[src/rtl/weight_config_streamer.sv]
// weight_config_streamer: drives the neuron weight-config broadcast bus from a valid/ready word stream.
// Optional load checksum accumulator is enabled by defining WEIGHT_CHECKSUM_EN.
module weight_config_streamer #(
  parameter int data_bits = 16,
  parameter int max_weights = 784,
  parameter int max_neurons = 64,
  localparam int wbits = $clog2(max_weights + 1),
  localparam int nbits = $clog2(max_neurons + 1)
) (
  input  logic             clk,
  input  logic             reset,
  input  logic             start,
  input  logic [31:0]      cfg_layer_no,
  input  logic [nbits-1:0] cfg_neuron_count,
  input  logic [wbits-1:0] cfg_weight_count,
  input  logic             s_valid,
  output logic             s_ready,
  input  logic [31:0]      s_data,
  output logic             weight_valid,
  output logic [31:0]      weight_value,
  output logic [31:0]      config_layer_no,
  output logic [31:0]      config_neuron_no,
  output logic             busy,
  output logic             done,
  output logic             error,
  output logic [31:0]      checksum
);
  localparam logic [1:0] IDLE = 2'd0, STREAM = 2'd1, DONE_ST = 2'd2;
  logic [1:0] state;
  logic [wbits-1:0] w_idx, w_cnt;
  logic [nbits-1:0] n_idx, n_cnt;
  logic [31:0] layer, sext;
  logic beat, w_last, n_last, cfg_ok, accept_start, unused_bits;
  assign s_ready = state == STREAM;
  assign busy = state != IDLE;
  assign done = state == DONE_ST;
  assign beat = s_valid & s_ready;
  assign w_last = w_idx == w_cnt - wbits'(1);
  assign n_last = n_idx == n_cnt - nbits'(1);
  assign cfg_ok = (|cfg_weight_count) && (|cfg_neuron_count);
  assign accept_start = state == IDLE && start && cfg_ok;
  assign sext = {{(32 - data_bits){s_data[data_bits-1]}}, s_data[data_bits-1:0]};
  // upper input bits carry no weight information
  assign unused_bits = ^s_data[31:data_bits];
  always_ff @(posedge clk) begin
    if (reset) begin
      state <= IDLE;
      w_idx <= '0;
      n_idx <= '0;
      w_cnt <= '0;
      n_cnt <= '0;
      layer <= '0;
      weight_valid <= 1'b0;
      weight_value <= '0;
      config_layer_no <= '0;
      config_neuron_no <= '0;
      error <= 1'b0;
    end else begin
      weight_valid <= beat;
      error <= state == IDLE && start && !cfg_ok;
      if (accept_start) begin
        state <= STREAM;
        layer <= cfg_layer_no;
        w_cnt <= cfg_weight_count;
        n_cnt <= cfg_neuron_count;
        w_idx <= '0;
        n_idx <= '0;
      end
      if (beat) begin
        weight_value <= sext;
        config_neuron_no <= 32'(n_idx);
        config_layer_no <= layer;
        w_idx <= w_last ? '0 : w_idx + wbits'(1);
        if (w_last) n_idx <= n_idx + nbits'(1);
        if (w_last && n_last) state <= DONE_ST;
      end
      if (state == DONE_ST) state <= IDLE;
    end
  end
`ifdef WEIGHT_CHECKSUM_EN
  always_ff @(posedge clk) begin
    if (reset || accept_start) checksum <= '0;
    else if (beat) checksum <= checksum + sext;
  end
`else
  assign checksum = '0;
`endif
endmodule

[config.mk]
export PLATFORM = sky130hd
export DESIGN_NAME = weight_config_streamer
export DESIGN_NICKNAME = d
export VERILOG_FILES = /design/src/rtl/weight_config_streamer.sv
export SDC_FILE = /design/constraint.sdc
export NUM_CORES = 1
export LEC_CHECK = 0
export ABC_CLOCK_PERIOD_IN_PS = 5150
export CAP_MARGIN = 20
export CORE_MARGIN = 2
export CORE_UTILIZATION = 40
export CTS_BUF_LIST = sky130_fd_sc_hd__clkbuf_16
export DETAILED_ROUTE_END_ITERATION = 7
export HOLD_SLACK_MARGIN = 0.06
export PLACE_DENSITY_LB_ADDON = 0.3
export SYNTH_ARGS = -nofsm -noshare
export SYNTH_HDL_FRONTEND = slang
export SYNTH_SLANG_ARGS = --single-unit
[constraint.sdc]
create_clock -name clk -period 5.15 [get_ports clk]
set_clock_uncertainty 0.2 [all_clocks]
set_input_delay 1.03 -clock clk [delete_from_list [all_inputs] [get_ports clk]]
set_output_delay 1.03 -clock clk [all_outputs]
set_load 0.01 [all_outputs]
# [Word-level counts from Yosys, hierarchy flattened]
# Cells that the tools add are included.
[word_totals] elab_cells=41 regBits=125 output_inout_bits=133 in_bits=85
[classes] bitwise=1 addsub=4 eq_ne=4 n_mux=9 reduce_logical=12
[op_table] operator="$mux 10" n=3
[op_table] operator="$mux 7" n=3
[op_table] operator="$add 10x1->10 const B" n=1
[op_table] operator="$eq 10x10->1" n=1
[op_table] operator="$reduce_or 10->1" n=1
[op_table] operator="$sub 10x1->10 const B" n=1
[op_table] operator="$add 7x1->7 const B" n=1
[op_table] operator="$eq 7x7->1" n=1
[op_table] operator="$reduce_or 7->1" n=1
[op_table] operator="$sub 7x1->7 const B" n=1
[op_table] operator="$mux 2" n=3
[op_table] operator="$logic_and 1x1->1" n=5
[op_table] operator="$reduce_bool 2->1" n=2
[op_table] operator="$eq 2x1->1 const B" n=1
[op_table] operator="$eq 2x2->1 const B" n=1
[op_table] operator="$logic_not 2->1" n=1
[op_table] operator="$reduce_or 2->1" n=1
[op_table] operator="$and 1x1->1" n=1
[op_table] operator="$logic_not 1->1" n=1

# [Longest topological paths before layout]
# Gate-level depths: netlist of the first run.
[depth] depth_word=6 depth_mapped=9 ltp_nobuf=8

# [Worst setup path after synthesis of the first run]
# No wires, ideal clock.
[synth_timing] kind="in2reg" startpoint="in cfg_weight_count[3]" endpoint="reg w_idx[6]" arrival_time_ns=2.486 stages=7 slack_ns=2.358 path_buffers=1 t_required_ns=4.844 setup_time_ns=0.106 cell_sequence="nor4_1 -> nand3_1 -> and3b_1 -> clkbuf_1 -> nor3_1 -> nand2_1 -> o311ai_0"
[synth_between] elab_chain_len=4
[synth_lines] element="start, declared" line_no="15" rtl="input logic [wbits-1:0] cfg_weight_count,"
[synth_lines] element="$reduce_or 10->1" line_no="40" rtl="assign cfg_ok = (|cfg_weight_count) && (|cfg_neuron_count);"
[synth_lines] element="$logic_and 1x1->1" line_no="40"
[synth_lines] element="$logic_and 1x1->1" line_no="41" rtl="assign accept_start = state == IDLE && start && cfg_ok;"
[synth_lines] element="$reduce_bool 2->1 (no source line)"
[synth_lines] element="end signal, assigned" line_no="73" rtl="w_idx <= w_last ? '0 : w_idx + wbits'(1);"
[synth_lines] element="end, declared" line_no="30" rtl="logic [wbits-1:0] w_idx, w_cnt;"
# No other way between the ends.
# A chain may end at the register's enable or synchronous reset.

# [Worst setup path in the final report of the first run]
[layout_timing] startpoint="reg w_cnt[0]" endpoint="reg n_idx[2]"
[layout_between] elab_chain_len=4
[layout_lines] element="start, declared" line_no="30"
[layout_lines] element="start signal, assigned" line_no="64" rtl="w_cnt <= cfg_weight_count;"
[layout_lines] element="$sub 10x1->10" line_no="38" rtl="assign w_last = w_idx == w_cnt - wbits'(1);"
[layout_lines] element="$eq 10x10->1" line_no="38"
[layout_lines] element="$mux 7" line_no="74" rtl="if (w_last) n_idx <= n_idx + nbits'(1);"
[layout_lines] element="$mux 7" line_no="69" rtl="if (beat) begin"
[layout_lines] element="end signal, assigned" line_no="74"
[layout_lines] element="end, declared" line_no="31" rtl="logic [nbits-1:0] n_idx, n_cnt;"
# No other way between the ends.

==> flow_summary.json, run 1 <==
{
  "ys_seq_area_frac": 0.438,
  "place_congestion": 0.792,
  "design_area_sq_mm": 0.00752,
  "ys.warnings.count": 0,
  "drv_cap": 0,
  "hold_viol": 0,
  "clock.fmax_ghz": 0.317,
  "ys.flop_type": "dfxtp_1",
  "fp.dieArea_sq_mm": 0.0153,
  "drt-pass1-iter-count": 4,
  "clk_path_buf_depth": 2,
  "core-area_sq_mm": 0.0139,
  "multiInputGateArea_sq_mm": 0.00268,
  "period_share": 0.613,
  "setup_ws_ns": 2.00,
  "placedInstanceArea_sq_mm": 0.00694,
  "io-pin-count": 218,
  "drv_slew": 0,
  "period_minus_slack_ns": 3.15,
  "avgSynthCellArea_sq_um": 7.68,
  "viasPerCell": 4.74,
  "rsz0062_at_grt": "false",
  "cts_sinks": 125,
  "clkPwrFrac": 0.473,
  "slew_headroom": 0.513,
  "place_inst": 1017,
  "initial_core_util": 0.410,
  "drive_gt1_frac": 0.0587,
  "post-cts-setup-buffer-count": 0,
  "power.density_mw_per_mm2": 329,
  "ys_seq_elements": 125,
  "antenna_found_initial": 0,
  "async_reset_ff_frac": 0,
  "p_int_mw": 1.88,
  "cts_tree": "yes",
  "diodes": 0,
  "grt_pass1_vias": 4372,
  "finalNonFillerCells": 1049,
  "tightest_slew_ns": 0.726,
  "route.detailed.drc": 0,
  "clk_latency_ns": 0.41,
  "io_buffers": 144,
  "grt_pass1_wl_microns": 21600,
  "finalSetupViolCount": 0,
  "rows": 43,
  "die_w_microns": 124,
  "clk_pin_slew_ns": 0.06,
  "syn-cell-area_sq_mm": 0.00571,
  "start_kind": "flop",
  "cts_made_buffers": 17,
  "grt_max_degree": 67,
  "end_kind": "flop",
  "critPathArrivalTime_ns": 3.28,
  "criticalPathCategory": "reg2reg",
  "peakVddDrop_uv": 228,
  "netSwitchingFraction": 0.242,
  "fin_setup_tns_ns": 0,
  "h-tree-depth": 4,
  "nFillCells": 1362,
  "p_total_mw": 2.48,
  "dp_slack_ns": 1.64,
  "cts_root_buf": "clkbuf_16",
  "run_status": "finished clean",
  "vias": 4975,
  "ff_latch_area_sq_mm": 0.00250,
  "antenna_left": 0,
  "grt.overflow.total": 0,
  "synth_cell_types": 47,
  "seqPwrFrac": 0.415,
  "netlist.area_leader.share": 0.438,
  "hold_buffers": 0,
  "critPathRequiredTime_ns": 5.28,
  "synth.most_common_cell": "nand2_1",
  "p_comb_frac": 0.113,
  "fp.dieH_microns": 124,
  "synth_area_leaders": "dfxtp_1 (44%), nand2_1 (15%), buf_4 (9.6%), a21oi_1 (9.4%), xnor2_1 (2.6%)",
  "syn_to_final_growth_pct": 31.7,
  "p_switching_mw": 0.598,
  "dpl.hpwl_microns": 8840,
  "p_leak_nw": 2.70,
  "drt_iter0_markers": 304,
  "synth_edf_count": 0,
  "final_nets": 945,
  "synth_largest_area_cell": "dfxtp_1",
  "wl_per_cell_microns": 13.0,
  "cts_resized": 0,
  "track_usage": 0.181,
  "crit_path_max_fanout": 10,
  "wirelength_microns": 13700,
  "hold_class": "reg2reg",
  "syn_inst": 744,
  "yosys-top-cells-count": "nand2_1 (231), dfxtp_1 (125), a21oi_1 (107)"
}
-- per-layer routing --
layer	wire (microns)	vias to the layer above	share of wire	global-route usage
li1	-	2540	-	-
met1	6080	2244	0.44	0.231
met2	6330	176	0.46	0.286
met3	1100	15	0.080	0.0558
met4	174	0	0.013	0.0732
met5	0	-	0	0
-- area by class of cell --
type                    instances  share of cell area
clock inverters                15              0.0206
multi-input cells             550               0.357
clock buffers                  17              0.0565
well taps                     180              0.0299
repair buffers                151               0.198
flip-flops and latches        125               0.333
inverters                      11             0.00549
-- power by group through the flow --
stage | combinational (mW) | sequential, mW | clock, mW
floorplan | 0.194 | 1.05 | 0
global placement | 0.278 | 1.05 | 0
detailed placement | 0.279 | 1.05 | 0
CTS | 0.281 | 1.03 | 1.20
global route | 0.309 | 1.03 | 1.25
finish | 0.279 | 1.03 | 1.17
-- final timing paths --
check / from / end / slack, ns / depth (start not counted)
setup reg to reg: w_cnt[0] / n_idx[2] / 2.00 / 8
setup / recovery: w_cnt[0] / n_idx[2] / 2.00 / 8
hold / removal: layer[18] / config_layer_no[18] / 0.25 / 2
hold reg to reg: layer[18] / config_layer_no[18] / 0.25 / 2
-- registers in the layout, indices dropped and copies added (netlist names) --
signal	count
config_layer_no	32
config_neuron_no	7
error	1
layer	32
n_cnt	7
n_idx	7
state	2
w_cnt	10
w_idx	10
weight_valid	1
weight_value	16
-- worst max-delay path, stage by stage, from the launching register on --
cell and delay, ns:
dfxtp_1 0.36, inv_1 0.08, ha_1 0.17, nor3b_1 0.52, mux2_2 0.41, a22o_1 0.22, o21ai_1 0.59, o21ai_1 0.31
o21ai_0 0.23
-- cell families (layout without fill, tap and decap cells) --
family | after synthesis | after routing | synth area share
buffers and inverters | 125 | 194 | 0.130
AOI/OAI and AO/OA | 151 | 151 | 0.148
other | 1 | 57 | 0.000656
muxes | 1 | 1 | 0.00197
and+or+nand+nor | 315 | 315 | 0.237
adders and majority gates | 4 | 4 | 0.00876
DFF | 125 | 125 | 0.438
xor gates and xnor gates | 22 | 22 | 0.0361
-- cells in the final DEF, fill, tap and decap left out, types with 5 or more instances in the layout --
cell and instances:
nor2_1 15, buf_4 8, xnor2_1 17, a211oi_1 5, inv_1 12, clkbuf_16 17
a21oi_1 107, o211ai_1 5, or3_1 6, nor3_1 8, nand2_1 230, conb_1 57
clkinv_2 6, nand2b_1 13, dfxtp_1 125, nand3_1 10, nor4_1 8, o21ai_0 15
clkdlybuf4s50_1 143
-- metrics by stage --
stage               hold WS (ns)   util
floorplan                  0.232      -
global placement           0.238  0.498
detailed placement         0.244  0.498
CTS                        0.249  0.540
global route               0.253  0.540
finish                     0.248  0.540
Power figures use the tool's default switching activity.
==> run 2, diff against run 1 <==
- ABC_CLOCK_PERIOD_IN_PS: 5150 -> 2600
- clock period: 5.15 -> 2.6 ns (I/O delays scaled with it)
==> run 2 against run 1 <==
Compared with the run above: the run now ends with negative setup slack left; critical endpoint unchanged; non-clock buffer count increased by 25; critical path type unchanged; sequential power increased by 97%; flip-flop and latch count unchanged.
==> flow_summary.json, run 2 (same netlist as run 1, synthesis figures left out) <==
{
  "final_common_cell": "nand2_1",
  "rows": 43,
  "drt_iter0_markers": 226,
  "drive_gt1_frac": 0.0983,
  "critPathArrivalTime_ns": 2.76,
  "vias": 5092,
  "clock.fmax_ghz": 0.383,
  "cp_cell_sequence": "or4_4, or3_4, a211oi_4, o211ai_4, buf_4, a2111o_1, o21ai_0",
  "period_share": 1.01,
  "path_delay_family": "simple AND/OR/NAND/NOR gates",
  "period_minus_slack_ns": 2.61,
  "violations": "negative setup slack",
  "fin_util": 0.565,
  "diodes": 0,
  "grt_pass1_vias": 4444,
  "max_stage_delay_ns": 0.53,
  "setup_ws_ns": -0.0131,
  "rsz0062_at_grt": "true",
  "p_total_mw": 5.23,
  "r2r_cells": 7,
  "place_congestion": 0.781,
  "syn_to_final_growth_pct": 37.8,
  "initial_core_util": 0.410,
  "critPathRequiredTime_ns": 2.75,
  "peakVddDrop_uv": 544,
  "cp_slowest_cell": "or4_4",
  "clk_path_buf_depth": 2,
  "hold_viol": 0,
  "crit_path_max_fanout": 5,
  "finalSetupViolCount": 2,
  "grt.overflow.total": 0,
  "hold_depth": 2,
  "drv_slew": 0,
  "cp_num_cells": 7,
  "cts_made_buffers": 17,
  "antenna_found_initial": 0,
  "start_kind": "flop",
  "final_cell_mix": "nand2_1 (230), clkdlybuf4s50_1 (143), dfxtp_1 (124)",
  "largestRegisters": "config_layer_no: 32 flops, layer: 32 flops, weight_value: 16 flops",
  "grt_max_degree": 57,
  "viasPerCell": 4.74,
  "die_w_microns": 124,
  "dpl.hpwl_microns": 9260,
  "clk_latency_ns": 0.42,
  "hold_class": "reg2reg",
  "cts_root_buf": "clkbuf_16",
  "io-pin-count": 218,
  "end_kind": "flop",
  "criticalPathCategory": "reg2reg",
  "core-area_sq_mm": 0.0139,
  "clk_pin_slew_ns": 0.06,
  "path_buf_inv": 1,
  "cts_tree": "yes",
  "grt_pass1_wl_microns": 21400,
  "antenna_left": 0,
  "drv_cap": 0,
  "track_usage": 0.182,
  "drt-pass1-iter-count": 5,
  "place_inst": 1042,
  "final_nets": 971,
  "wl_per_cell_microns": 13.0,
  "cts_sinks": 125,
  "io_buffers": 144,
  "fp.dieArea_sq_mm": 0.0153,
  "run_status": "complete, but fails checks",
  "post-cts-setup-buffer-count": 0,
  "power.density_mw_per_mm2": 664,
  "route.detailed.drc": 0,
  "finalNonFillerCells": 1075,
  "fp.dieH_microns": 124,
  "h-tree-depth": 4,
  "wirelength_microns": 14000,
  "p_leak_nw": 2.86
}
==> run 2: cell count changes in the layout (fill, tap and decap cells not counted), sizes merged <==
cell / previous run / this run
buf: 8 / 33
clkinvlp: 2 / 4
o211ai: 6 / 7
bufinv: 3 / 5
clkinv: 9 / 5
==> run 2: layout make-up <==
class                           instances  area [sq um]
Fill cell                            1312          6060
Multi-Input combinational cell        551          2750
Sequential cell                       125          2500
Timing Repair Buffer                  176          1700
Clock buffer                           17           425
Tap cell                              180           225
Clock inverter                         15           220
Inverter                               11          41.3
==> run 2: path summary, 6_finish.rpt <==
path,slack (ns),startpoint,endpoint
worst max register to register,-0.01,w_cnt[1],n_idx[2]
worst min-delay path,0.25,layer[13],config_layer_no[13]
worst max-delay path,-0.01,w_cnt[1],n_idx[2]
worst min register to register,0.25,layer[13],config_layer_no[13]
==> run 2: timing repair <==
item                                   CTS  global route
endpoints found under the hold margin    0             0
gates resized for setup                  2            10
hold buffers                             0             0
setup endpoints to repair                5            18
pin swaps                                1             1
cloned                                   0             1
==> run 2: metrics by stage <==
| step | worst slack (ns) | hold slack [ns] | TNS (ns) | instance area [sq um] |
|---|---|---|---|---|
| 2_1_floorplan | 0.0289 | 0.232 | 0 | 5920 |
| 3_3_place_gp | -0.0264 | 0.238 | -0.0576 | 7160 |
| 3_5_place_dp | -0.0448 | 0.241 | -0.124 | 7160 |
| 4_1_cts | 0.0333 | 0.250 | 0 | 7820 |
| 5_1_grt | -0.113 | 0.264 | -0.538 | 7870 |
| 6_report | -0.0131 | 0.249 | -0.0142 | 7870 |
==> run 2: per-layer routing <==
metal | GRT usage | wire length, microns | vias up
met4 | 0.0788 | 311 | 0
met2 | 0.292 | 6460 | 169
met3 | 0.0706 | 1190 | 24
li1 | - | - | 2597
met1 | 0.216 | 6020 | 2302
met5 | 0 | 0 | -
==> run 2: worst register-to-register path, cell delays in order (launching register included) <==
cell	delay [ns]
dfxtp_2	0.33
or4_4	0.53
or3_4	0.39
a211oi_4	0.33
o211ai_4	0.17
buf_4	0.19
a2111o_1	0.32
o21ai_0	0.07
==> run 2: where the power goes <==
| group | switching (mW) | internal [mW] | leakage (nW) |
|---|---|---|---|
| logic | 0.329 | 0.288 | 1.54 |
| registers | 0.0419 | 1.98 | 1.02 |
| clock network | 0.890 | 1.70 | 0.303 |
| total | 1.26 | 3.97 | 2.86 |
